File: config.mk
export PLATFORM = sky130hd
export DESIGN_NAME = counter_step_arbiter
export DESIGN_NICKNAME = d
export VERILOG_FILES = /design/src/rtl/counter_step_arbiter.sv
export SDC_FILE = /design/constraint.sdc
export NUM_CORES = 1
export LEC_CHECK = 0
export ABC_AREA = 1
export ABC_CLOCK_PERIOD_IN_PS = 1400
export BUFFER_PORTS_ARGS = -buffer_cell sky130_fd_sc_hd__clkbuf_2
export CAP_MARGIN = 10
export CORE_MARGIN = 2
export CORE_UTILIZATION = 55
export DETAILED_ROUTE_END_ITERATION = 10
export PLACE_DENSITY = 0.78
export SLEW_MARGIN = 30
export SYNTH_ARGS = -nofsm -noshare
export SYNTH_HDL_FRONTEND = slang
export SYNTH_SLANG_ARGS = --single-unit
File: constraint.sdc
create_clock -name clk -period 1.4 [get_ports clk]
set_input_delay 0.28 -clock clk [delete_from_list [all_inputs] [get_ports clk]]
set_output_delay 0.28 -clock clk [all_outputs]
set_load 0.01 [all_outputs]
File: src/rtl/counter_step_arbiter.sv
// Key front end for the BCD up/down counter: synchronize, debounce, latch presses, arbitrate onto a step channel.
// Optional hold-to-repeat is enabled with `define COUNTER_AUTO_REPEAT_EN.
module counter_step_arbiter #(
    parameter int unsigned DEBOUNCE_CYCLES = 1000000,
    parameter int unsigned REPEAT_DELAY    = 25000000,
    parameter int unsigned REPEAT_PERIOD   = 5000000
) (
    input  logic clk,
    input  logic rst,
    input  logic key_up_n,
    input  logic key_dn_n,
    input  logic step_ready,
    output logic step_valid,
    output logic step_dir,
    output logic up_pending,
    output logic dn_pending,
    output logic last_grant
);

    localparam int unsigned DB_W = $clog2(DEBOUNCE_CYCLES + 1);

    typedef enum logic {
        IDLE  = 1'b0,
        ISSUE = 1'b1
    } state_t;

    state_t     state;
    state_t     state_nxt;
    logic       valid_nxt;
    logic       dir_nxt;
    logic       grant_nxt;
    logic       handshake;
    logic [1:0] key_n;
    logic [1:0] set_req;

    // Repeat timing assumes the period fits inside the initial delay.
    if ((REPEAT_PERIOD == 0) || (REPEAT_PERIOD > REPEAT_DELAY)) begin : g_repeat_cfg_check
        $error("counter_step_arbiter: REPEAT_PERIOD must be in 1..REPEAT_DELAY");
    end

    // Bit 1 is the up key, bit 0 the down key.
    assign key_n = {key_up_n, key_dn_n};

    for (genvar k = 0; k < 2; k++) begin : g_key
        logic            sync1;
        logic            sync2;
        logic            db;
        logic            db_d;
        logic [DB_W-1:0] db_cnt;
        logic            press;

        // db only moves after the synchronized level has disagreed for DEBOUNCE_CYCLES counted cycles.
        always_ff @(posedge clk) begin
            if (rst) begin
                sync1  <= 1'b1;
                sync2  <= 1'b1;
                db     <= 1'b1;
                db_d   <= 1'b1;
                db_cnt <= '0;
            end else begin
                sync1 <= key_n[k];
                sync2 <= sync1;
                db_d  <= db;
                if (sync2 == db) begin
                    db_cnt <= '0;
                end else if (db_cnt == DB_W'(DEBOUNCE_CYCLES)) begin
                    db     <= sync2;
                    db_cnt <= '0;
                end else begin
                    db_cnt <= db_cnt + DB_W'(1);
                end
            end
        end

        assign press = db_d & ~db;

`ifdef COUNTER_AUTO_REPEAT_EN
        localparam int unsigned HOLD_W = $clog2(REPEAT_DELAY + 1);

        logic [HOLD_W-1:0] hold_cnt;
        logic              repeat_hit;

        assign repeat_hit = ~db && (hold_cnt == HOLD_W'(REPEAT_DELAY));

        // Reloading below the threshold spaces later repeats REPEAT_PERIOD cycles apart.
        always_ff @(posedge clk) begin
            if (rst || db) begin
                hold_cnt <= '0;
            end else if (repeat_hit) begin
                hold_cnt <= HOLD_W'(REPEAT_DELAY - REPEAT_PERIOD + 1);
            end else begin
                hold_cnt <= hold_cnt + HOLD_W'(1);
            end
        end

        assign set_req[k] = press | repeat_hit;
`else
        assign set_req[k] = press;
`endif
    end

    assign handshake = step_valid & step_ready;

    // One-deep request flags; a new request on the clearing cycle survives.
    always_ff @(posedge clk) begin
        if (rst) begin
            up_pending <= 1'b0;
            dn_pending <= 1'b0;
        end else begin
            up_pending <= set_req[1] | (up_pending & ~(handshake & step_dir));
            dn_pending <= set_req[0] | (dn_pending & ~(handshake & ~step_dir));
        end
    end

    always_ff @(posedge clk) begin
        if (rst) begin
            state      <= IDLE;
            step_valid <= 1'b0;
            step_dir   <= 1'b0;
            last_grant <= 1'b0;
        end else begin
            state      <= state_nxt;
            step_valid <= valid_nxt;
            step_dir   <= dir_nxt;
            last_grant <= grant_nxt;
        end
    end

    // Both pending: grant the direction opposite to the last accepted step.
    always_comb begin
        state_nxt = state;
        valid_nxt = step_valid;
        dir_nxt   = step_dir;
        grant_nxt = last_grant;
        case (state)
            IDLE: begin
                valid_nxt = 1'b0;
                if (up_pending || dn_pending) begin
                    state_nxt = ISSUE;
                    valid_nxt = 1'b1;
                    dir_nxt   = (up_pending && dn_pending) ? ~last_grant : up_pending;
                end
            end
            ISSUE: begin
                valid_nxt = 1'b1;
                if (step_ready) begin
                    state_nxt = IDLE;
                    valid_nxt = 1'b0;
                    grant_nxt = step_dir;
                end
            end
            default: begin
                state_nxt = IDLE;
                valid_nxt = 1'b0;
            end
        endcase
    end

endmodule

* Yosys cells after proc, flatten, opt, wreduce, memory -nomap -nowiden *
Index checks and enable logic that the tools add are counted.

storage, ports and cells
  flip-flop bits (word level) = 53
  output and inout bits = 5
  word-level logic and storage cells = 51

cells by class
  add/sub/neg operators = 2
  eq/ne operators = 4
  multiplexer cells = 4
  bitwise logic cells = 18
  reduce and logical (&&, ||, !) cells = 8

operator list
  kind                                                              number
  20-bit by 1-bit adder with 20-bit output (second input constant)  2
  20-bit == test (second input constant)                            2
  1-bit NOT                                                         9
  2-bit AND reduction                                               4
  1-bit bitwise AND                                                 7
  3-bit OR reduction                                                2
  1-bit two-way mux                                                 3
  1-bit == test                                                     2
  1-bit OR                                                          2
  1-bit case mux with 2 select lines                                1
  1-bit logical AND                                                 1
  1-bit logical OR                                                  1

* Longest topological paths before layout *
  depth in word-level cells = 5
  mapped depth = 9

* Least setup slack after synthesis *
Ideal clock, no wire load.

  path type = reg2reg
  from = register g_key[1].db_cnt[0]
  to = register g_key[1].db_cnt[14]
  setup time = 0.066 ns
  data arrival time = 1.180 ns
  required time = 1.334 ns
  setup slack = 0.154 ns
  cell stages (with the launch flop) = 7
  period minus slack after synthesis = 1.246 ns
  cell sequence = dfxtp_1 ha_1 nand3_2 nor2_2 nand3_1 or2_0 a21oi_2

between the ends
  cells in the longest elaborated chain, start to end = 2

RTL lines
  item                                                                                              line  text
  start, declared                                                                                   49    logic [DB_W-1:0] db_cnt;
  start signal, assigned                                                                            70    db_cnt <= db_cnt + DB_W'(1);
  parallel branches: the longest is 2 deep, another holds 20-bit by 1-bit adder with 20-bit output  n/a

Several ways; the timed one is not identified.
A chain may end at the register's enable or synchronous reset.

* Worst setup path after layout *
  from = register g_key[1].db_cnt[0]
  to = register g_key[1].db_cnt[17]

Same word-level chain as after synthesis.

==> reports/qor.csv <==
metric,value,unit
Finished Cell Area,2840,um^2
top area cells in the synthesized netlist,"dfxtp_1 (42%), nor2_1 (11%), nand2_1 (11%)",
Initial DRT Pass Iterations,6,
Final Hold Vio Count,0,
final setup violation count,0,
synth cell count leaders,"nor2_1 (75), nand2_1 (73), dfxtp_1 (53)",
die width,71.8,um
number of I/O pins,10,
Worst Max-Slew Pin Slew,276,ps
Slew HR,0.815,
Leakage,0.955,nW
#FFs+latches synth,53,
Post-route DRC,0,
"Core Util, Final",0.647,
largest net degree at the start of global routing,21,
Final Cycle Share,0.942,
FF-to-FF Start,g_key[1].db_cnt[0]$_SDFF_PP0_,
worst path cell trace,inv_1 > ha_1 > nand3_1 > nor2_2 > nand3_2 > nand2_2 > buf_12 > nor2_1,
Setup crit start kind,flip-flop,
CTS Buf Count,5,
Die Height,71.8,um
sequential fraction of the synthesis area,0.420,
crit-path leading delay family,simple AND/OR/NAND/NOR gates,
Non-Filler Instances,415,
syn_nets,356,
synthesized netlist cell count,347,
Mapped Area,2530,um^2
Die Area,5160,um^2
max-slew violations,0,
minimum clock period,1320,ps
status,"complete, no violations",
TritonCTS clock tree,yes,
Post-synth EDFFs,0,
CP Max Fanout,20,
H-tree depth,2,
Antenna Nets Post-Route,0,
Synth top area share,0.420,
first-pass GRT wire length,8.20,mm
starting density of the core,0.577,
XOR/XNOR share of the synthesized area,0.0866,
Min-Delay Path Class,in2reg,
final hold slack,138,ps
worst r2r dst,g_key[1].db_cnt[17]$_SDFF_PP0_,
most common cell in the netlist,nor2_1,
share of cells above drive strength 1,0.182,
dominant cell type by area after synthesis,dfxtp_1,
Critical path buffers and inverters,2,
DR vias,2077,
worst-case clock buffer depth,2,
antenna cell count,0,
max incr delay on CP,350,ps
mux contribution to synthesized area,0,
Final #Nets,371,
vias in the first global route,2012,
Stages on worst setup path,8,
CP endpoint kind,flip-flop,
clk sinks,53,
Total Wirelength,4.72,mm
skew final,9.03,ps
crit path to,g_key[1].db_cnt[17]$_SDFF_PP0_,
initial antenna violation count,0,
number of max-cap violations,0,
synthesis-to-layout area growth,12.2,%
Synth cell types,25,
Overall Global Routing Usage,0.200,
WL per Instance,11.4,um
largest family of logic cells by synthesized area,simple AND/OR/NAND/NOR gates,
hpwl dp,3.36,mm
crit path kind,reg2reg,
"Remaining Overflow, GRT",0,
critical path's slowest cell,dfxtp_2,
"Req. time, crit path",1610,ps
critical path launch point,g_key[1].db_cnt[0]$_SDFF_PP0_,
synth warn,0,
Clock Latency Late Sink,320,ps
Pwr Density,930,nW/um^2
Syn Area/Cell,7.29,um^2
Post-Place Cells,406,
compound-cell area share of the yosys netlist,0.0470,
DP Area,2650,um^2
Post-CTS Hold Buffers,0,
clock-pin slew on the worst setup and hold paths,100,ps
worst vdd ir,0.000752,V
Core ar.,4380,um^2
GP Congestion,0.833,
Simple-Gate Fraction of Synth Area,0.358,
"Top FF cell, synth",dfxtp_1,
worst reg-to-reg path cell count,8,
Clock Tree Root,clkbuf_8,
# rows,24,
Worst R2R Setup Slack,80,ps
Synth Area in Adders,0.0198,
buffers added on ports,9,
crit path DAT,1530,ps
Via density,5.00,
Async SR Flop Fraction,0,
DRT iter0 DRCs,58,
f_max,759,MHz
## state kept, by name (all words and copies together), names as in the netlist
signal / count
g_key.db_cnt: 40
last_grant: 1
dn_pending: 1
g_key.db: 2
up_pending: 1
g_key.sync1: 2
state: 1
g_key.sync2: 2
step_dir: 1
g_key.db_d: 2
## how the worst min path moves through the flow
stage | cells past startpoint | from | endpoint
3_3_place_gp | 1 | g_key[1].sync1$_SDFF_PP1_ | g_key[1].sync2$_SDFF_PP1_
5_1_grt | 2 | key_dn_n | g_key[0].sync1$_SDFF_PP1_
4_1_cts | 2 | key_dn_n | g_key[0].sync1$_SDFF_PP1_
3_5_place_dp | 1 | g_key[0].sync1$_SDFF_PP1_ | g_key[0].sync2$_SDFF_PP1_
6_report | 2 | key_dn_n | g_key[0].sync1$_SDFF_PP1_
2_1_floorplan | 1 | key_dn_n | g_key[0].sync1$_SDFF_PP1_
## area by class of cell
class | instances | area (um^2)
inverters | 37 | 139
well taps | 52 | 65.1
fillers | 368 | 1550
clock buffers | 5 | 68.8
multi-input cells | 252 | 1350
flip-flops and latches | 53 | 1070
repair buffers | 13 | 100
clock inverters | 3 | 47.5
## layer usage
metal,vias up,GRT usage,part of all wire
li1,1099,-,-
met1,942,0.252,0.49
met2,26,0.320,0.47
met3,10,0.0450,0.026
met4,0,0.103,0.022
met5,-,0,0
## cell families after synthesis
group,after synthesis
flops,53
xor+xnor,25
buf+inv,42
compound gates,21
fa+ha+maj,4
simple gates,202
## metrics by stage
stage | total power [mW] | TNS (ps) | setup WS (ps)
6_report | 2.64 | 0 | 81.7
5_1_grt | 2.73 | -525 | -43.0
4_1_cts | 2.66 | 0 | 27.5
3_5_place_dp | 1.59 | 0 | 42.8
3_3_place_gp | 1.59 | 0 | 61.8
2_1_floorplan | 1.58 | 0 | 154
## worst reg2reg max path: stages, from the launching register on
cell     delay, ps
dfxtp_2        350
inv_1           60
ha_1           160
nand3_1        100
nor2_2         140
nand3_2        100
nand2_2         90
buf_12         150
nor2_1          60
## where the power goes
part	switching, mW	internal, mW	total [mW]
Clock	0.536	0.546	1.08
Combinational	0.0224	0.0176	0.0400
Sequential	0.00463	1.51	1.52
Total	0.563	2.08	2.64
## timing repair
action	in CTS	in global routing
setup endpoints to repair	0	40
hold endpoints to repair	0	0
gates resized for setup	0	21
buffers inserted	0	1
## placed cells by master, fill, tap and decap left out
master	count
nand2_1	71
nor2_1	70
dfxtp_1	48
inv_1	34
xor2_1	17
nand3_1	16
nor2_2	11
a21oi_1	9
clkbuf_2	9
xnor2_1	8
nand3_2	7
or2_2	7
nand4_1	6
o21ai_0	6
clkbuf_8	5
nand2_2	4
nor2_4	4
dfxtp_2	4
inv_2	3
o21bai_1	3
nand3b_1	2
or2_0	2
o22ai_1	2
ha_1	2
inv_6	2
buf_12	2
buf_4	2
nor3_1	1
a21oi_2	1
nand2_4	1
ha_2	1
ha_4	1
bufinv_16	1
dfxtp_4	1
No activity file was read; power rests on OpenSTA's default activity.
